==> config.mk <==
export PLATFORM = sky130hd
export DESIGN_NAME = rf_wb_arbiter_flat
export DESIGN_NICKNAME = d
export VERILOG_FILES = /design/src/rtl/rv_pkg.sv /design/src/rtl/rf_wb_arbiter_if.sv /design/src/rtl/rf_scoreboard.sv /design/src/rtl/rf_wb_arbiter.sv /design/src/flat_wrapper.sv
export SDC_FILE = /design/constraint.sdc
export NUM_CORES = 1
export LEC_CHECK = 0
export BUFFER_PORTS_ARGS = -buffer_cell sky130_fd_sc_hd__buf_2
export CAP_MARGIN = 30
export CELL_PAD_IN_SITES_DETAIL_PLACEMENT = 1
export CELL_PAD_IN_SITES_GLOBAL_PLACEMENT = 1
export CORE_MARGIN = 4
export CORE_UTILIZATION = 35
export CTS_CLUSTER_SIZE = 12
export DETAILED_ROUTE_END_ITERATION = 10
export PLACE_DENSITY = 0.87
export SYNTH_ARGS = -nofsm -noshare
export SYNTH_HDL_FRONTEND = slang
export SYNTH_SLANG_ARGS = --single-unit
export TNS_END_PERCENT = 20
==> constraint.sdc <==
create_clock -name clk -period 2.08 [get_ports clk]
set_input_delay 0 -clock clk [delete_from_list [all_inputs] [get_ports clk]]
set_output_delay 0 -clock clk [all_outputs]
set_load 0.01 [all_outputs]
==> src/rtl/rv_pkg.sv <==
// Shared constants and types for the register-file writeback path.
package rv_pkg;
  localparam int NREG = 32;
  localparam int AW   = 6;
  localparam int DW   = 32;
  localparam logic [AW-1:0] REG_ZERO = '0;

  typedef struct packed {
    logic          valid;
    logic [AW-1:0] rd;
    logic [DW-1:0] data;
  } wb_req_t;

  typedef enum logic {PTR_A = 1'b0, PTR_B = 1'b1} rr_ptr_t;

  function automatic logic rd_legal(logic [AW-1:0] rd);
    return 32'(rd) < NREG;
  endfunction
endpackage

==> src/rtl/rf_wb_arbiter_if.sv <==
// Writeback requesters, issue/check ports and register-file write port.
interface rf_wb_arbiter_if import rv_pkg::*; #(
  parameter int AW = rv_pkg::AW,
  parameter int DW = rv_pkg::DW
);
  logic          a_valid, a_ready;
  logic [AW-1:0] a_rd;
  logic [DW-1:0] a_data;
  logic          b_valid, b_ready;
  logic [AW-1:0] b_rd;
  logic [DW-1:0] b_data;
  logic          iss_valid;
  logic [AW-1:0] iss_rd, chk_rs1, chk_rs2;
  logic          hazard;
  logic          RegWrite;
  logic [AW-1:0] wr_reg;
  logic [DW-1:0] wr_data;
  logic          addr_err;

  modport master (
    output a_valid, a_rd, a_data, b_valid, b_rd, b_data,
           iss_valid, iss_rd, chk_rs1, chk_rs2,
    input  a_ready, b_ready, hazard, RegWrite, wr_reg, wr_data, addr_err
  );
  modport slave (
    input  a_valid, a_rd, a_data, b_valid, b_rd, b_data,
           iss_valid, iss_rd, chk_rs1, chk_rs2,
    output a_ready, b_ready, hazard, RegWrite, wr_reg, wr_data, addr_err
  );
endinterface

==> src/rtl/rf_scoreboard.sv <==
// Per-register pending-write bits; set wins over clear, x0 never busy.
module rf_scoreboard import rv_pkg::*; #(
  parameter int NREG = rv_pkg::NREG,
  parameter int AW   = rv_pkg::AW
) (
  input  logic          clk,
  input  logic          rst,
  input  logic          set_en,
  input  logic [AW-1:0] set_rd,
  input  logic          clr_en,
  input  logic [AW-1:0] clr_rd,
  input  logic [AW-1:0] rs1,
  input  logic [AW-1:0] rs2,
  output logic          hazard
);
  localparam int IW = $clog2(NREG);

  logic [NREG-1:0] busy_q, busy_d;

  always_comb begin
    busy_d = busy_q;
    if (clr_en && rd_legal(clr_rd)) busy_d[clr_rd[IW-1:0]] = 1'b0;
    if (set_en && rd_legal(set_rd)) busy_d[set_rd[IW-1:0]] = 1'b1;
    busy_d[0] = 1'b0;
  end

  always_ff @(posedge clk or negedge rst) begin
    if (!rst) busy_q <= '0;
    else      busy_q <= busy_d;
  end

  // Out-of-range check addresses alias onto real bits, so gate them off.
  assign hazard = (rd_legal(rs1) & busy_q[rs1[IW-1:0]]) |
                  (rd_legal(rs2) & busy_q[rs2[IW-1:0]]);
endmodule

==> src/rtl/rf_wb_arbiter.sv <==
// Round-robin share of the register-file write port between ALU (A) and LSU (B),
// with registered commit, sticky address-error flag and RAW scoreboard.
module rf_wb_arbiter import rv_pkg::*; #(
  parameter int NREG = rv_pkg::NREG,
  parameter int AW   = rv_pkg::AW,
  parameter int DW   = rv_pkg::DW
) (
  input  logic           clk,
  input  logic           rst,
  rf_wb_arbiter_if.slave wb
);
  rr_ptr_t       ptr_q, ptr_d;
  logic          regwrite_q, regwrite_d;
  logic [AW-1:0] wr_reg_q, wr_reg_d;
  logic [DW-1:0] wr_data_q, wr_data_d;
  logic          addr_err_q, addr_err_d;
  logic          grant_a, grant_b, win_legal, iss_legal;
  wb_req_t       win;

  always_comb begin
    grant_a = wb.a_valid & (!wb.b_valid | (ptr_q == PTR_A));
    grant_b = wb.b_valid & (!wb.a_valid | (ptr_q == PTR_B));

    win.valid = grant_a | grant_b;
    win.rd    = grant_a ? wb.a_rd   : wb.b_rd;
    win.data  = grant_a ? wb.a_data : wb.b_data;
    win_legal = rd_legal(win.rd);
    iss_legal = rd_legal(wb.iss_rd);

    ptr_d = ptr_q;
    if (grant_a)      ptr_d = PTR_B;
    else if (grant_b) ptr_d = PTR_A;

    // x0 and illegal writes are consumed but never reach the register file.
    regwrite_d = win.valid & win_legal & (win.rd != REG_ZERO);
    wr_reg_d   = regwrite_d ? win.rd   : wr_reg_q;
    wr_data_d  = regwrite_d ? win.data : wr_data_q;

    addr_err_d = addr_err_q | (win.valid & !win_legal) | (wb.iss_valid & !iss_legal);
  end

  always_ff @(posedge clk or negedge rst) begin
    if (!rst) begin
      ptr_q      <= PTR_A;
      regwrite_q <= 1'b0;
      wr_reg_q   <= '0;
      wr_data_q  <= '0;
      addr_err_q <= 1'b0;
    end else begin
      ptr_q      <= ptr_d;
      regwrite_q <= regwrite_d;
      wr_reg_q   <= wr_reg_d;
      wr_data_q  <= wr_data_d;
      addr_err_q <= addr_err_d;
    end
  end

  assign wb.a_ready  = grant_a;
  assign wb.b_ready  = grant_b;
  assign wb.RegWrite = regwrite_q;
  assign wb.wr_reg   = wr_reg_q;
  assign wb.wr_data  = wr_data_q;
  assign wb.addr_err = addr_err_q;

  // Busy clears at acceptance; the commit lands a cycle later.
  rf_scoreboard #(.NREG(NREG), .AW(AW)) u_sb (
    .clk    (clk),
    .rst    (rst),
    .set_en (wb.iss_valid),
    .set_rd (wb.iss_rd),
    .clr_en (win.valid),
    .clr_rd (win.rd),
    .rs1    (wb.chk_rs1),
    .rs2    (wb.chk_rs2),
    .hazard (wb.hazard)
  );
endmodule

==> src/flat_wrapper.sv <==
// flat-port wrapper written by rule: the top's interface ports become plain ports
module rf_wb_arbiter_flat import rv_pkg::*;
#(
  parameter int NREG = rv_pkg::NREG,
  parameter int AW   = rv_pkg::AW,
  parameter int DW   = rv_pkg::DW
)
  (clk, rst, wb_a_valid, wb_a_rd, wb_a_data, wb_b_valid, wb_b_rd, wb_b_data, wb_iss_valid, wb_iss_rd, wb_chk_rs1, wb_chk_rs2, wb_a_ready, wb_b_ready, wb_hazard, wb_RegWrite, wb_wr_reg, wb_wr_data, wb_addr_err);
  rf_wb_arbiter_if #(.AW(AW), .DW(DW)) wb_i ();
  input  logic clk;
  input  logic rst;
  input wire logic [$bits(wb_i.a_valid)-1:0] wb_a_valid;
  input wire logic [$bits(wb_i.a_rd)-1:0] wb_a_rd;
  input wire logic [$bits(wb_i.a_data)-1:0] wb_a_data;
  input wire logic [$bits(wb_i.b_valid)-1:0] wb_b_valid;
  input wire logic [$bits(wb_i.b_rd)-1:0] wb_b_rd;
  input wire logic [$bits(wb_i.b_data)-1:0] wb_b_data;
  input wire logic [$bits(wb_i.iss_valid)-1:0] wb_iss_valid;
  input wire logic [$bits(wb_i.iss_rd)-1:0] wb_iss_rd;
  input wire logic [$bits(wb_i.chk_rs1)-1:0] wb_chk_rs1;
  input wire logic [$bits(wb_i.chk_rs2)-1:0] wb_chk_rs2;
  output wire logic [$bits(wb_i.a_ready)-1:0] wb_a_ready;
  output wire logic [$bits(wb_i.b_ready)-1:0] wb_b_ready;
  output wire logic [$bits(wb_i.hazard)-1:0] wb_hazard;
  output wire logic [$bits(wb_i.RegWrite)-1:0] wb_RegWrite;
  output wire logic [$bits(wb_i.wr_reg)-1:0] wb_wr_reg;
  output wire logic [$bits(wb_i.wr_data)-1:0] wb_wr_data;
  output wire logic [$bits(wb_i.addr_err)-1:0] wb_addr_err;
  assign wb_i.a_valid = wb_a_valid;
  assign wb_i.a_rd = wb_a_rd;
  assign wb_i.a_data = wb_a_data;
  assign wb_i.b_valid = wb_b_valid;
  assign wb_i.b_rd = wb_b_rd;
  assign wb_i.b_data = wb_b_data;
  assign wb_i.iss_valid = wb_iss_valid;
  assign wb_i.iss_rd = wb_iss_rd;
  assign wb_i.chk_rs1 = wb_chk_rs1;
  assign wb_i.chk_rs2 = wb_chk_rs2;
  assign wb_a_ready = wb_i.a_ready;
  assign wb_b_ready = wb_i.b_ready;
  assign wb_hazard = wb_i.hazard;
  assign wb_RegWrite = wb_i.RegWrite;
  assign wb_wr_reg = wb_i.wr_reg;
  assign wb_wr_data = wb_i.wr_data;
  assign wb_addr_err = wb_i.addr_err;
  rf_wb_arbiter #(.NREG(NREG), .AW(AW), .DW(DW)) u_core (.clk(clk), .rst(rst), .wb(wb_i));
endmodule
==> results.rst, run 1 <==
.. list-table::
   :header-rows: 1

   * - Metric
     - Value
   * - Average detailed-routed wire length per instance
     - 20.1 um
   * - Largest cells by area after synthesis
     - dfrtp_1, mux2_2, mux4_2
   * - Async SR Flop Fraction
     - 100%
   * - Worst Clk Skew
     - 0.00508 ns
   * - Class of the tightest hold or removal check
     - input port to register
   * - Total CTS buffers
     - 9
   * - Number of violations of the max-capacitance limit
     - 0
   * - Initial core utilization
     - 36.4%
   * - IO Pins
     - 142
   * - Chip Height
     - 118 um
   * - Clock tree from TritonCTS
     - built
   * - Level count of the clock H-tree
     - 3
   * - Number of flops mapped to enable cells by yosys
     - 0
   * - P per Cell Area
     - 967 mW/mm^2
   * - Arrival time of data at the critical path endpoint
     - 2.22 ns
   * - Crit. End Element
     - register
   * - Pwr Total
     - 5.39 mW
   * - Layout overhead on the synthesized area
     - 31.9%
   * - Starting DRT DRC Count
     - 170
   * - Number of failing hold endpoints at the final stage
     - 0
   * - DRC violations left
     - 0
   * - Diode insertion count for antenna repair
     - 0
   * - Total number of vias
     - 3615
   * - Final worst-path cycle share
     - 96.1%
   * - R2r worst-path depth
     - 5
   * - Pin count of the biggest net entering global routing
     - 73
   * - Root buffer cell
     - clkbuf_16
   * - Share of the synthesized area in the top cell type
     - 42.6%
   * - Largest area contributor in the synthesized netlist
     - dfrtp_1
   * - Die outline area
     - 0.0139 sq mm
   * - Count of different cell masters after synthesis
     - 44
   * - Slew at the pin closest to its max-slew limit
     - 0.577 ns
   * - Count of final setup violators
     - 0
   * - Largest voltage drop on the vdd net
     - 0.426 mV
   * - Clock transition at the registers of the reported paths
     - 0.06 ns
   * - Post-layout net count
     - 594
   * - Final weighted congestion of routability-driven global placement
     - 0.838
   * - Dominant cell by count in the synthesized netlist
     - dfrtp_1
   * - Part of the Yosys area used for sequential elements
     - 42.6%
   * - Final period demand of the worst path
     - 2.00 ns
   * - Max-Slew Margin vs Limit
     - 60.4%
   * - Placeable Area
     - 0.0116 sq mm
   * - Largest fanout of any net on the critical path
     - 39
   * - Input/output buffers
     - 141
   * - Floorplan die width
     - 118 um
   * - Number of global-route vias before repair
     - 4081
   * - Overall fraction of global-route tracks in use
     - 18.9%
   * - Maximum achievable frequency
     - 500 MHz
   * - Clock sinks
     - 72
   * - Most frequent cells after synthesis
     - dfrtp_1, mux2_2, o21ai_0, o41ai_1, nand2_1
   * - Via/cell ratio
     - 5.62
   * - Run status
     - completed
   * - Overflow after GRT
     - 0
   * - First-pass GRT wire length
     - 21200 um
   * - Synth Cell Area
     - 0.00423 sq mm
   * - Prevailing post-synth register cell
     - dfrtp_1
   * - Worst Setup Path Type
     - register to register
   * - Post-detailed-route count of antenna-violating nets
     - 0
   * - Net count after synthesis
     - 448
   * - Startpoint kind of the worst setup timing path
     - register
   * - Max FFs per register
     - 32
   * - Mean area per synthesized cell
     - 12.1 sq um
   * - Worst slack, placed
     - -0.0483 ns
   * - Share of post-route cells with drive strength above 1
     - 53.0%
   * - Clock insertion delay at the later pin of the skew report
     - 0.33 ns
   * - Number of rows in the core area
     - 39
   * - Final worst hold slack
     - 0.0238 ns
   * - Synthesis Warnings
     - 0
   * - Static leakage
     - 2.48 nW
   * - Wire length reported by the detailed router
     - 12900 um
   * - Number of cells on the worst hold path
     - 3
   * - Setup ws final
     - 0.0801 ns
   * - Seq cells post-synth
     - 72
   * - Initial antenna violation count
     - 0
   * - Count of TritonRoute iterations in the first routing pass
     - 4
   * - Synthesized instance count
     - 349
   * - Critical path required time
     - 2.30 ns
   * - Number of buffers between clock root and the deepest sink
     - 2
   * - Setup repair after global routing missed its margin
     - no
   * - Final max-slew violation count
     - 0
   * - Detail Placement HPWL
     - 9690 um
per-stage QoR:
step / setup TNS, ns / util, % / cell area, sq um / cells
after global placement: 0 / 43.9 / 5100 / 622
final: 0 / 48.0 / 5580 / 643
after detailed placement: -0.0483 / 43.9 / 5100 / 622
after global routing: 0 / 48.0 / 5580 / 643
after floorplan: 0 / - / 4230 / 349
after CTS: 0 / 47.8 / 5560 / 643
logic make-up (layout without fill, tap and decap cells):
kind of cell | count (synthesis) | in the layout | share of synthesized area, %
mux | 102 | 102 | 30.7
compound gates | 69 | 69 | 12.8
simple gates | 77 | 77 | 10.3
flops | 72 | 72 | 42.6
buf+inv | 29 | 180 | 3.55
per-layer routing:
layer	part of all wire, %	wire length (um)	global-route usage [%]	vias to the layer above
met5	0	0	0	-
met4	1.2	154	5.79	0
met1	41	5280	22.7	1814
li1	-	-	-	1650
met2	49	6360	31.9	143
met3	8.7	1120	6.78	8
cell usage in the layout, fill, tap and decap left out, drive strengths merged, types with 4 or more instances in the layout:
cell type    instances
mux4                12
o2bb2ai             14
buf                152
o22ai                5
nand3                4
nand3b               9
o41ai               17
mux2                74
mux2i               16
nand4               14
o21ai               17
clkbuf              11
inv                  7
or3b                 4
nor2b                6
bufinv               5
dlygate4sd3          5
nand2               16
nand2b              12
dfrtp               72
nor2                 9
worst max-delay path, cell delays in order (launching register included):
cell     delay [ns]
dfrtp_1        0.39
a21bo_4        0.28
mux2_4         0.34
a31oi_4        0.21
buf_12         0.26
mux2_2         0.37
what timing repair did:
action,in CTS,in global routing
resized for setup,1,4
hold buffers,5,0
endpoints found under the setup margin,1,35
pin swaps,0,1
gates cloned,0,0
endpoints found under the hold margin,74,0
buffers inserted,0,0
final cells by class:
type	count	area (sq um)
fill	1283	6040
inverter	7	28.8
clock buffer	11	253
clock inverter	5	150
timing repair buffer	157	871
tap	143	179
sequential	72	1800
multi-input combinational	248	2290
path summary, 6_finish.rpt:
path / from / end / slack [ns]
max in group asynchronous: rst / u_core.u_sb.busy_q[12] / 1.54
min in group asynchronous: rst / u_core.wb.wr_data[27] / 0.21
setup reg to reg: u_core.ptr_q / u_core.wb.wr_data[2] / 0.08
hold reg to reg: u_core.wb.wr_data[18] / u_core.wb.wr_data[18] / 0.50
setup / recovery: u_core.ptr_q / u_core.wb.wr_data[2] / 0.08
hold / removal: wb_a_data[6] / u_core.wb.wr_data[6] / 0.02
power breakdown:
part | internal (mW) | switching (mW) | total, mW
Sequential | 1.72 | 0.236 | 1.95
Combinational | 0.726 | 0.641 | 1.37
Clock | 1.48 | 0.594 | 2.07
(Power assumes the default switching activity.)
==> inputs of run 2 (changes only) <==
--- a/config.mk
+++ b/config.mk
@@ -5,7 +5,6 @@
 export SDC_FILE = /design/constraint.sdc
 export NUM_CORES = 1
 export LEC_CHECK = 0
-export BUFFER_PORTS_ARGS = -buffer_cell sky130_fd_sc_hd__buf_2
 export CAP_MARGIN = 30
 export CELL_PAD_IN_SITES_DETAIL_PLACEMENT = 1
 export CELL_PAD_IN_SITES_GLOBAL_PLACEMENT = 1
@@ -13,7 +12,9 @@
 export CORE_UTILIZATION = 35
 export CTS_CLUSTER_SIZE = 12
 export DETAILED_ROUTE_END_ITERATION = 10
-export PLACE_DENSITY = 0.87
+export DONT_BUFFER_PORTS = 1
+export HOLD_SLACK_MARGIN = 0.02
+export PLACE_DENSITY = 0.73
 export SYNTH_ARGS = -nofsm -noshare
 export SYNTH_HDL_FRONTEND = slang
 export SYNTH_SLANG_ARGS = --single-unit
==> run 2 against run 1 <==
Compared with the run above: worst hold slack better by 0.015 ns; sequential share of layout area down 0.33 points; sequential power grew 8%; clock power decreased by 12%; cell count fell by 9.6%; power shrank 7.1%; sequential cell count is the same; fmax shrank 0.42%.
==> results.rst, run 2 (synthesis results as in run 1) <==
.. list-table::
   :header-rows: 1

   * - Metric
     - Value
   * - Run status
     - completed
   * - P per Cell Area
     - 890 mW/mm^2 (-8.0%)
   * - Clock insertion delay at the later pin of the skew report
     - 0.33 ns (about the same)
   * - Chip Height
     - 118 um (unchanged)
   * - Design internal power
     - 3.60 mW (-8.3%)
   * - Largest fanout of any net on the critical path
     - 15 (-62%)
   * - Input/output buffers
     - 0 (-100%)
   * - Initial antenna violation count
     - 0 (unchanged)
   * - Number of buffers between clock root and the deepest sink
     - 2 (unchanged)
   * - Wire length reported by the detailed router
     - 13600 um (+5.6%)
   * - Crit. End Element
     - register
   * - Largest voltage drop on the vdd net
     - 0.375 mV (-12%)
   * - Buffers and inverters on the worst path
     - 1 (unchanged)
   * - Slowest cell on the critical path
     - dfrtp_1
   * - Clock sinks
     - 72 (unchanged)
   * - Most used cells in the layout excluding fill and tap cells
     - dlygate4sd3_1, dfrtp_1, mux2_2
   * - Final max-slew violation count
     - 0 (unchanged)
   * - Count of final setup violators
     - 0 (unchanged)
   * - Placed Instances
     - 480 (-23%)
   * - Total number of vias
     - 3366 (-6.9%)
   * - Maximum achievable frequency
     - 498 MHz (-0.42%)
   * - Startpoint kind of the worst setup timing path
     - register
   * - Number of failing hold endpoints at the final stage
     - 0 (unchanged)
   * - Static leakage
     - 2.23 nW (-10%)
   * - Pin count of the biggest net entering global routing
     - 73 (unchanged)
   * - Class of the tightest hold or removal check
     - input port to register
   * - Critical path required time
     - 2.29 ns (about the same)
   * - Fillers
     - 1193 (-7.0%)
   * - Post-detailed-route count of antenna-violating nets
     - 0 (unchanged)
   * - Arrival time of data at the critical path endpoint
     - 2.21 ns (about the same)
   * - Number of rows in the core area
     - 39 (unchanged)
   * - Gate power share
     - 21.6% (-3.8 points)
   * - Final worst-path cycle share
     - 96.6% (+0.40 points)
   * - Detail Placement HPWL
     - 8790 um (-9.2%)
   * - Worst slack, placed
     - 0.0576 ns (+0.106 ns)
   * - Final weighted congestion of routability-driven global placement
     - 0.789 (-5.8%)
   * - Slew at the pin closest to its max-slew limit
     - 0.689 ns (+0.112 ns)
   * - Number of global-route vias before repair
     - 3910 (-4.2%)
   * - Root buffer cell
     - clkbuf_16
   * - Clock tree from TritonCTS
     - built
   * - Layout overhead on the synthesized area
     - 33.2%
   * - Worst Clk Skew
     - 0.00970 ns (+0.00463 ns)
   * - Diode insertion count for antenna repair
     - 0 (unchanged)
   * - Max-Slew Margin vs Limit
     - 52.7% (-7.7 points)
   * - Final period demand of the worst path
     - 2.01 ns (+0.00837 ns)
   * - Worst stage delay on the critical path
     - 0.41 ns (+0.02 ns)
   * - Overall fraction of global-route tracks in use
     - 19.7% (+0.76 points)
   * - Placeable Area
     - 0.0116 sq mm (unchanged)
   * - Sw frac
     - 28.2% (+0.95 points)
   * - Overflow after GRT
     - 0 (unchanged)
   * - Average detailed-routed wire length per instance
     - 23.5 um (+17%)
   * - Max FFs per register
     - 32 (unchanged)
   * - Commonest non-fill, non-tap cell in the layout
     - dlygate4sd3_1
   * - Count of TritonRoute iterations in the first routing pass
     - 4 (unchanged)
   * - Setup ws final
     - 0.0717 ns (-0.00837 ns)
   * - Utilization after layout
     - 48.5% (+0.50 points)
   * - Fin cells
     - 581 (-9.6%)
   * - Pwr Total
     - 5.01 mW (-7.1%)
   * - Net load switching power
     - 1.41 mW (-3.8%)
   * - Floorplan die width
     - 118 um (unchanged)
   * - First-pass GRT wire length
     - 21500 um (+1.8%)
   * - Level count of the clock H-tree
     - 3 (unchanged)
   * - CP delay by family, top
     - multiplexers
   * - Post-layout net count
     - 532 (-10%)
   * - Die outline area
     - 0.0139 sq mm (unchanged)
   * - Final worst hold slack
     - 0.0392 ns (+0.0153 ns)
   * - Flop pwr share
     - 41.9% (+5.7 points)
   * - Initial core utilization
     - 36.4% (unchanged)
   * - DRC violations left
     - 0 (unchanged)
   * - Number of violations of the max-capacitance limit
     - 0 (unchanged)
   * - IO Pins
     - 142 (unchanged)
   * - Slack of the worst reg-to-reg path
     - 0.07 ns (about the same)
   * - Relative contribution of the clock network to total power
     - 36.5% (-2.0 points)
   * - Starting DRT DRC Count
     - 99 (-42%)
   * - Number of post-CTS setup repair buffers
     - 0 (unchanged)
   * - Share of post-route cells with drive strength above 1
     - 28.8% (-24 points)
   * - Total CTS buffers
     - 9 (unchanged)
   * - Worst Setup Path Type
     - register to register
   * - Via/cell ratio
     - 5.79 (+3.0%)
   * - Cell-by-cell listing of the critical path
     - a21bo_4 > mux2_4 > a31oi_4 > buf_4 > mux2_2
   * - Clock transition at the registers of the reported paths
     - 0.06 ns (about the same)
==> run 2: cell count changes in the layout (fill, tap and decap cells not counted), sizes merged <==
cell,delta
buf,-141
bufinv,-2
clkinv,+1
clkinvlp,+1
dlygate4sd3,+79
==> run 2: final timing paths <==
path	startpoint	end	cells after the start
max in group asynchronous	rst	u_core.u_sb.busy_q[13]	2
setup reg to reg	u_core.ptr_q	u_core.wb.wr_data[17]	5
hold reg to reg	u_core.u_sb.busy_q[25]	u_core.u_sb.busy_q[25]	1
min in group asynchronous	rst	u_core.wb.wr_data[20]	2
setup / recovery	u_core.ptr_q	u_core.wb.wr_data[17]	5
hold / removal	wb_iss_rd[1]	u_core.u_sb.busy_q[3]	2
==> run 2: repair_timing <==
item | in CTS | in global routing
gates resized for setup | 1 | 5
hold endpoints to repair | 141 | 0
endpoints found under the setup margin | 1 | 24
hold buffers | 85 | 0
==> run 2: routing by layer <==
layer / part of all wire (%) / track usage [%] / routed length, um / up-vias
li1: - / - / - / 1517
met4: 1.4 / 6.37 / 196 / 0
met1: 39 / 22.2 / 5340 / 1702
met3: 10 / 8.41 / 1420 / 13
met2: 49 / 33.6 / 6680 / 134
met5: 0 / 0 / 0 / -
==> run 2: area by class of cell <==
class | count | area [sq um] | share of cell area (%)
Multi-Input combinational cell | 248 | 2310 | 40.9
Sequential cell | 72 | 1800 | 32.0
Timing Repair Buffer | 95 | 963 | 17.1
Clock buffer | 11 | 253 | 4.49
Tap cell | 143 | 179 | 3.18
Clock inverter | 5 | 103 | 1.82
Inverter | 7 | 28.8 | 0.511
==> run 2: worst register-to-register path: stages (launching register included) <==
cell and delay (ns):
dfrtp_1 0.41, a21bo_4 0.27, mux2_4 0.34, a31oi_4 0.23, buf_4 0.27, mux2_2 0.38
==> run 2: power groups by stage <==
stage,Clock (mW),Sequential [mW],Combinational [mW]
after floorplan,0,1.98,0.759
after global placement,0,2.08,0.841
after detailed placement,0,2.09,0.880
after CTS,1.86,2.08,1.05
after global routing,1.92,2.14,1.18
final,1.83,2.10,1.08
==> run 2: per-stage QoR <==
stage / setup TNS, ns / instance area (sq um)
final: 0 / 5630
after global routing: -0.0129 / 5630
after CTS: 0 / 5600
after detailed placement: 0 / 4370
after global placement: 0 / 4370
after floorplan: 0 / 4230
